## config.mk

```make
export PLATFORM = sky130hd
export DESIGN_NAME = axis_pkt_gen
export DESIGN_NICKNAME = d
export VERILOG_FILES = /design/src/rtl/axis_gen_pkg.sv /design/src/rtl/axis_lfsr32.sv /design/src/rtl/axis_pkt_gen.sv
export SDC_FILE = /design/constraint.sdc
export NUM_CORES = 1
export LEC_CHECK = 0
export ABC_CLOCK_PERIOD_IN_PS = 8800
export CORE_ASPECT_RATIO = 1.2
export CORE_MARGIN = 1.5
export CORE_UTILIZATION = 35
export CTS_BUF_LIST = sky130_fd_sc_hd__clkbuf_8
export DETAILED_ROUTE_END_ITERATION = 8
export DONT_BUFFER_PORTS = 1
export PLACE_DENSITY = 0.51
export SYNTH_ARGS = -nofsm -noshare
export SYNTH_HDL_FRONTEND = slang
export SYNTH_SLANG_ARGS = --single-unit
```

## constraint.sdc

```tcl
create_clock -name m_axis_aclk -period 8.8 [get_ports m_axis_aclk]
set_input_delay 1.32 -clock m_axis_aclk [delete_from_list [all_inputs] [get_ports m_axis_aclk]]
set_output_delay 1.32 -clock m_axis_aclk [all_outputs]
set_load 0.05 [all_outputs]
```

## src/rtl/axis_gen_pkg.sv

```systemverilog
// Shared definitions for the AXI4-Stream packet generator: FSM encoding and LFSR constants.
// The LFSR step lives here so the generator can look one beat ahead of the LFSR register.
package axis_gen_pkg;

    typedef enum logic [1:0] {
        IDLE = 2'd0,
        SEND = 2'd1,
        GAP  = 2'd2,
        DONE = 2'd3
    } gen_state_t;

    localparam logic [31:0] LFSR_POLY         = 32'h80200003;
    localparam logic [31:0] LFSR_DEFAULT_SEED = 32'h1;

    // Right-shifting Galois step for x^32+x^22+x^2+x+1.
    function automatic logic [31:0] lfsr_step(input logic [31:0] s);
        return {1'b0, s[31:1]} ^ (s[0] ? LFSR_POLY : 32'h0);
    endfunction

    // An all-zero state would lock the LFSR, so seed 0 maps to the default seed.
    function automatic logic [31:0] lfsr_seed_fix(input logic [31:0] s);
        return (s == 32'h0) ? LFSR_DEFAULT_SEED : s;
    endfunction

endpackage

```

## src/rtl/axis_lfsr32.sv

```systemverilog
// 32-bit Galois LFSR: loads a (zero-safe) seed, steps once per advance.
// Latency: state updates on the edge following load/advance; load wins over advance.
module axis_lfsr32
    import axis_gen_pkg::*;
(
    input  logic        clk,
    input  logic        aresetn,
    input  logic        load,
    input  logic [31:0] seed,
    input  logic        advance,
    output logic [31:0] state
);

    logic [31:0] r_state;

    always_ff @(posedge clk or negedge aresetn) begin
        if (!aresetn) begin
            r_state <= LFSR_DEFAULT_SEED;
        end else if (load) begin
            r_state <= lfsr_seed_fix(seed);
        end else if (advance) begin
            r_state <= lfsr_step(r_state);
        end
    end

    assign state = r_state;

endmodule

```

## src/rtl/axis_pkt_gen.sv

```systemverilog
// AXI4-Stream packet generator: start -> num_pkts packets of pkt_len_bytes, counter or LFSR payload.
// Latency: first beat valid one cycle after start; all outputs registered; tvalid/beat held under backpressure.
module axis_pkt_gen
    import axis_gen_pkg::*;
#(
    parameter int TDATA_WIDTH = 64,
    parameter int TDATA_BYTES = 8,
    parameter int LEN_WIDTH   = 16,
    parameter int GAP_WIDTH   = 8
) (
    input  logic                   m_axis_aclk,
    input  logic                   m_axis_aresetn,
    input  logic                   start,
    input  logic [LEN_WIDTH-1:0]   pkt_len_bytes,
    input  logic [7:0]             num_pkts,
    input  logic [GAP_WIDTH-1:0]   gap_cycles,
    input  logic                   pattern_sel,
    input  logic [31:0]            seed,
    output logic                   busy,
    output logic                   done,
    output logic [TDATA_WIDTH-1:0] m_axis_tdata,
    output logic [TDATA_BYTES-1:0] m_axis_tkeep,
    output logic                   m_axis_tlast,
    output logic                   m_axis_tvalid,
    input  logic                   m_axis_tready,
    output logic [31:0]            beat_count,
    output logic [15:0]            pkt_count
);

    localparam int                     SHIFT    = $clog2(TDATA_BYTES);
    localparam logic [TDATA_BYTES-1:0] KEEP_ALL = '1;

    gen_state_t             r_state, w_next;
    logic [LEN_WIDTH-1:0]   r_len, r_beat_idx;
    logic [7:0]             r_pkts_left;
    logic [GAP_WIDTH-1:0]   r_gap, r_gap_cnt;
    logic                   r_pat, r_empty, r_busy, r_done;
    logic [TDATA_WIDTH-1:0] r_tdata;
    logic [TDATA_BYTES-1:0] r_tkeep;
    logic                   r_tlast, r_tvalid;
    logic [31:0]            r_beat_cnt;
    logic [15:0]            r_pkt_cnt;

    logic                   w_accept, w_start, w_zero, w_empty_go, w_pkt_end;
    logic                   w_load, w_first, w_pat, w_nb_last;
    logic [LEN_WIDTH-1:0]   w_len, w_nbeats, w_nb_idx;
    logic [SHIFT-1:0]       w_rem;
    logic [31:0]            w_lfsr, w_nb_lfsr;
    logic [TDATA_BYTES-1:0] w_nb_keep;
    logic [TDATA_WIDTH-1:0] w_nb_dat;

    assign w_accept   = r_tvalid & m_axis_tready;
    assign w_start    = (r_state == IDLE) & start;
    assign w_zero     = (pkt_len_bytes == '0) | (num_pkts == 8'd0);
    assign w_empty_go = w_start & w_zero;
    assign w_pkt_end  = (r_state == SEND) & w_accept & r_tlast;

    axis_lfsr32 u_lfsr (
        .clk     (m_axis_aclk),
        .aresetn (m_axis_aresetn),
        .load    (w_start),
        .seed    (seed),
        .advance (w_accept),
        .state   (w_lfsr)
    );

    // An empty run lingers one extra cycle in DONE so busy is seen before the done pulse.
    always_comb begin
        w_next  = r_state;
        w_load  = 1'b0;
        w_first = 1'b0;
        case (r_state)
            IDLE: begin
                if (start) begin
                    if (w_zero) begin
                        w_next = DONE;
                    end else begin
                        w_next  = SEND;
                        w_load  = 1'b1;
                        w_first = 1'b1;
                    end
                end
            end
            SEND: begin
                if (w_accept) begin
                    if (!r_tlast) begin
                        w_load = 1'b1;
                    end else if (r_pkts_left == 8'd1) begin
                        w_next = DONE;
                    end else if (r_gap == '0) begin
                        w_load  = 1'b1;
                        w_first = 1'b1;
                    end else begin
                        w_next = GAP;
                    end
                end
            end
            GAP: begin
                if (r_gap_cnt == GAP_WIDTH'(1)) begin
                    w_next  = SEND;
                    w_load  = 1'b1;
                    w_first = 1'b1;
                end
            end
            DONE: begin
                if (!r_empty) w_next = IDLE;
            end
            default: w_next = IDLE;
        endcase
    end

    // Next beat to present: config comes straight from the ports on the start cycle.
    assign w_len     = (r_state == IDLE) ? pkt_len_bytes : r_len;
    assign w_pat     = (r_state == IDLE) ? pattern_sel : r_pat;
    assign w_rem     = w_len[SHIFT-1:0];
    assign w_nbeats  = (w_len >> SHIFT) + LEN_WIDTH'(w_rem != '0);
    assign w_nb_idx  = w_first ? '0 : r_beat_idx + LEN_WIDTH'(1);
    assign w_nb_last = (w_nb_idx == w_nbeats - LEN_WIDTH'(1));
    assign w_nb_keep = (w_nb_last && (w_rem != '0)) ? (KEEP_ALL >> (TDATA_BYTES - int'(w_rem))) : KEEP_ALL;

    // In GAP the LFSR has already stepped past the last accepted beat.
    assign w_nb_lfsr = (r_state == IDLE) ? lfsr_seed_fix(seed) :
                       (r_state == SEND) ? lfsr_step(w_lfsr) : w_lfsr;

    always_comb begin
        w_nb_dat = '0;
        for (int j = 0; j < TDATA_BYTES; j++) begin
            if (w_nb_keep[j]) begin
                w_nb_dat[j*8 +: 8] = w_pat ? w_nb_lfsr[(j%4)*8 +: 8]
                                           : 8'(32'(w_nb_idx) * 32'(TDATA_BYTES) + 32'(j));
            end
        end
    end

    always_ff @(posedge m_axis_aclk or negedge m_axis_aresetn) begin
        if (!m_axis_aresetn) begin
            r_state     <= IDLE;
            r_len       <= '0;
            r_beat_idx  <= '0;
            r_pkts_left <= '0;
            r_gap       <= '0;
            r_gap_cnt   <= '0;
            r_pat       <= 1'b0;
            r_empty     <= 1'b0;
            r_busy      <= 1'b0;
            r_done      <= 1'b0;
            r_tdata     <= '0;
            r_tkeep     <= '0;
            r_tlast     <= 1'b0;
            r_tvalid    <= 1'b0;
            r_beat_cnt  <= '0;
            r_pkt_cnt   <= '0;
        end else begin
            r_state <= w_next;
            r_empty <= w_empty_go;
            r_done  <= (w_next == DONE) & ~w_empty_go;
            r_busy  <= (w_next == SEND) | (w_next == GAP) | w_empty_go;

            if (w_start) begin
                r_len       <= pkt_len_bytes;
                r_pkts_left <= num_pkts;
                r_gap       <= gap_cycles;
                r_pat       <= pattern_sel;
                r_beat_cnt  <= '0;
                r_pkt_cnt   <= '0;
            end else begin
                if (w_accept) r_beat_cnt <= r_beat_cnt + 32'd1;
                if (w_pkt_end) begin
                    r_pkt_cnt   <= r_pkt_cnt + 16'd1;
                    r_pkts_left <= r_pkts_left - 8'd1;
                end
            end

            if (w_pkt_end) begin
                r_gap_cnt <= r_gap;
            end else if (r_state == GAP) begin
                r_gap_cnt <= r_gap_cnt - GAP_WIDTH'(1);
            end

            if (w_load) begin
                r_tvalid   <= 1'b1;
                r_tdata    <= w_nb_dat;
                r_tkeep    <= w_nb_keep;
                r_tlast    <= w_nb_last;
                r_beat_idx <= w_nb_idx;
            end else if (w_accept) begin
                r_tvalid <= 1'b0;
                r_tdata  <= '0;
                r_tkeep  <= '0;
                r_tlast  <= 1'b0;
            end
        end
    end

    assign busy          = r_busy;
    assign done          = r_done;
    assign m_axis_tdata  = r_tdata;
    assign m_axis_tkeep  = r_tkeep;
    assign m_axis_tlast  = r_tlast;
    assign m_axis_tvalid = r_tvalid;
    assign beat_count    = r_beat_cnt;
    assign pkt_count     = r_pkt_cnt;

endmodule

```

==> flow_metrics.env <==
export IMPL_status="finished clean"
export IMPL_die_h_um=204.2
export IMPL_layout_nets=1432
export IMPL_cts_resized=0
export IMPL_syn_avg_cell_area_um2=8.628
export IMPL_grt_pass1_vias=9438
export IMPL_numCtsBuffers=39
export IMPL_maxCapViolations=0
export IMPL_drtPass1Iterations=7
export IMPL_setup_violations=0
export IMPL_ys_seq_elements=216
export IMPL_syn2layout_area_growth_pct=9.396
export IMPL_grt_max_degree=217
export IMPL_tns_ps=0
export IMPL_hold_viol=0
export IMPL_grt_pass1_wl_um=55140
export IMPL_holdCritPathClass="primary input to async pin"
export IMPL_yosys_most_used_dff="dfrtp_1"
export IMPL_ys_types=75
export IMPL_startpoint_type="flip-flop"
export IMPL_timing_fmax_mhz=201.6
export IMPL_critPathCaptureType="flip-flop"
export IMPL_startpoint="r_state[1]$_DFF_PN0_"
export IMPL_num_antenna_cells=0
export IMPL_max_slew_worst_pin_slew_ps=959.3
export IMPL_yosys_warnings=0
export IMPL_vias_per_cell=5.313
export IMPL_dp_slack_ps=3556
export IMPL_ctsRootBufferMaster="clkbuf_8"
export IMPL_synthesis_area_um2=11810
export IMPL_synthArstFlopShare_pct=100.0
export IMPL_post_route_min_period_ps=4960
export IMPL_r2r_slack_ps=3840
export IMPL_dr_first_iter_drc_count=613
export IMPL_initial_core_util_pct=35.62
export IMPL_crit_arrival_ps=5370
export IMPL_drive_gt1_share_pct=7.278
export IMPL_maxSlewViolCount=0
export IMPL_antenna_found_initial=0
export IMPL_clockBufferDepth=3
export IMPL_clk_pin_slew_ps=60
export IMPL_cts_num_sinks=216
export IMPL_synth_edf_count=0
export IMPL_seq_area_frac_synth_pct=45.77
export IMPL_critPathKind="flip-flop to flip-flop"
export IMPL_synthesis_nets=1452
export IMPL_synth_top_area_share_pct=45.55
export IMPL_clk_latency_ps=560
export IMPL_worst_slack_ps=3840
export IMPL_fp_dieW_um=170.7
export IMPL_overflow=0
export IMPL_portBuffers=0
export IMPL_die_area_um2=34860
export IMPL_vias=9691
export IMPL_fin_crit_sh_pct=56.37
export IMPL_cpPeakStageDelay_ps=470
export IMPL_place_hpwl_um=24220
export IMPL_crit_path_frequent_cell="ha_1"
export IMPL_io_pins=193
export IMPL_fin_area_um2=12920
export IMPL_synthTopCellsByArea="dfrtp_1, nand2_1, nor2_1"
export IMPL_htreeDepth=2
export IMPL_relSlewSlack_pct=36.04
export IMPL_regToRegEndpoint="m_axis_tdata[39]$_DFFE_PN0P_"
export IMPL_route_detailed_drc=0
export IMPL_yosysTopAreaCell="dfrtp_1"
export IMPL_track_usage_pct=20.39
export IMPL_core_um2=33160
export IMPL_cpMaxStageDelayCell="nor3_4"
export IMPL_worst_r2r_path_depth=16
export IMPL_final_core_util_pct=38.97
export IMPL_cp_required_ps=9210
export IMPL_ant_nets=0
export IMPL_syn_inst=1369
export IMPL_place_gp_congestion=0.8025
export IMPL_reg2reg_from="r_state[1]$_DFF_PN0_"
export IMPL_rsz0062_at_grt="false"
export IMPL_place_area_um2=12200
export IMPL_cts_tree="built"
export IMPL_cp_cell_sequence="or2_1, buf_4, mux2i_1, ha_1, ha_1, ha_1, ha_1, nor4b_1, a22oi_1, xnor2_1, or3_1, nor3_1, o32a_1, nand4_1, nor3_4, o21ai_1"
export IMPL_post_cts_buffers=0
export IMPL_postCtsHoldBufs=0
export IMPL_power_density_nw_per_um2=238.9
export IMPL_row_count=73
export IMPL_wirelength_um=35120
export IMPL_clock_skew_ps=29.91
export IMPL_ir_worst_vdd_mv=0.1014
export IMPL_power_leakage_uw=0.005981
export IMPL_drt_wirelength_per_cell_um=19.25
export IMPL_critPathMaxFanout=18
export IMPL_crit_end="m_axis_tdata[39]$_DFFE_PN0P_"
[power by group]
group          total (uW)  switching [uW]  leakage, uW  internal [uW]
Sequential           1780             642      0.00279           1140
Combinational         408             250      0.00277            159
Clock                 895             424     0.000419            472
[worst max-delay path, delay by kind of cell (launching register included)]
| kind | cells | cell delay, ps |
|---|---|---|
| mux | 1 | 400 |
| buf+inv | 1 | 340 |
| fa+ha+maj | 4 | 1170 |
| compound gates | 3 | 620 |
| xor+xnor | 1 | 220 |
| flops | 1 | 350 |
| simple gates | 6 | 1730 |
[worst min path at each step]
stage	startpoint	slack [ps]	to	depth (start not counted)
after CTS	m_axis_aresetn	420	pkt_count[7]$_DFFE_PN0P_	0
after global placement	r_len[15]$_DFFE_PN0P_	460	r_len[15]$_DFFE_PN0P_	2
final	m_axis_aresetn	470	pkt_count[7]$_DFFE_PN0P_	0
after global routing	m_axis_aresetn	430	pkt_count[7]$_DFFE_PN0P_	0
after detailed placement	r_len[15]$_DFFE_PN0P_	460	r_len[15]$_DFFE_PN0P_	2
after floorplan	r_len[0]$_DFFE_PN0P_	450	r_len[0]$_DFFE_PN0P_	2
[area by class of cell]
| cell class | instances | area, um2 |
|---|---|---|
| Clock buffer | 46 | 633.1 |
| Clock inverter | 20 | 88.84 |
| Fill cell | 3403 | 20230 |
| Inverter | 19 | 71.32 |
| Multi-Input combinational cell | 1060 | 6058 |
| Sequential cell | 216 | 5409 |
| Tap cell | 450 | 563.0 |
| Timing Repair Buffer | 13 | 97.59 |
[per-stage QoR]
stage               hold WS [ps]  instances  total power, uW
floorplan                  445.4       1369             2067
global placement           457.8       1758             2205
detailed placement         462.7       1758             2216
CTS                        422.4       1824             3130
global route               429.4       1824             3245
finish                     469.6       1824             3086
[cells by family after synthesis]
| group | share of synthesized area [%] |
|---|---|
| and+or+nand+nor | 25.13 |
| AOI/OAI and AO/OA | 14.94 |
| DFF | 45.77 |
| buffers and inverters | 3.104 |
| xor gates and xnor gates | 5.498 |
| muxes | 4.078 |
| adders and majority gates | 1.483 |
[registers in the layout (all words and copies together), names as in the netlist, 8 cells and up]
register	count
m_axis_tdata	64
beat_count	32
u_lfsr.state	32
pkt_count	16
r_beat_idx	16
r_len	16
m_axis_tkeep	8
r_gap	8
r_gap_cnt	8
r_pkts_left	8
[layer usage]
metal / track usage, % / wire (um)
met1: 27.01 / 15240
met2: 31.47 / 16090
met4: 7.396 / 1030
met5: 0 / 0
met3: 5.984 / 2756
[placed cells by master, fill, tap and decap left out, types with 6 or more instances in the layout]
| cell type | netlist | final |
|---|---|---|
| nand4_1 | 22 | 22 |
| a21oi_1 | 57 | 56 |
| buf_4 | 2 | 13 |
| clkbuf_8 | 0 | 46 |
| xnor2_1 | 30 | 30 |
| nor3_1 | 16 | 16 |
| or4_1 | 6 | 6 |
| nand2b_1 | 8 | 8 |
| o21ai_0 | 77 | 77 |
| nor2_1 | 155 | 154 |
| and3_1 | 14 | 14 |
| a31oi_1 | 30 | 30 |
| mux2i_1 | 47 | 46 |
| or3_1 | 15 | 15 |
| and2_1 | 8 | 7 |
| nor4_1 | 17 | 17 |
| xor2_1 | 39 | 39 |
| nand2_1 | 294 | 293 |
| ha_1 | 14 | 14 |
| a221o_1 | 7 | 7 |
| nor3b_1 | 7 | 7 |
| o21ai_1 | 67 | 67 |
| dfrtp_1 | 215 | 213 |
| o31ai_1 | 9 | 9 |
| nand3_1 | 36 | 36 |
| inv_1 | 19 | 34 |
| nor3_4 | 8 | 8 |
[cell usage after synthesis, types with 15 or more instances]
master,number
nor4_1,17
nor3_1,16
dfrtp_1,215
a31oi_1,30
nand4_1,22
o21ai_0,77
or3_1,15
a21oi_1,57
xnor2_1,30
nand3_1,36
nand2_1,294
xor2_1,39
nor2_1,155
buf_1,19
clkbuf_1,45
mux2i_1,47
inv_1,19
o21ai_1,67
(Power assumes the default switching activity.)
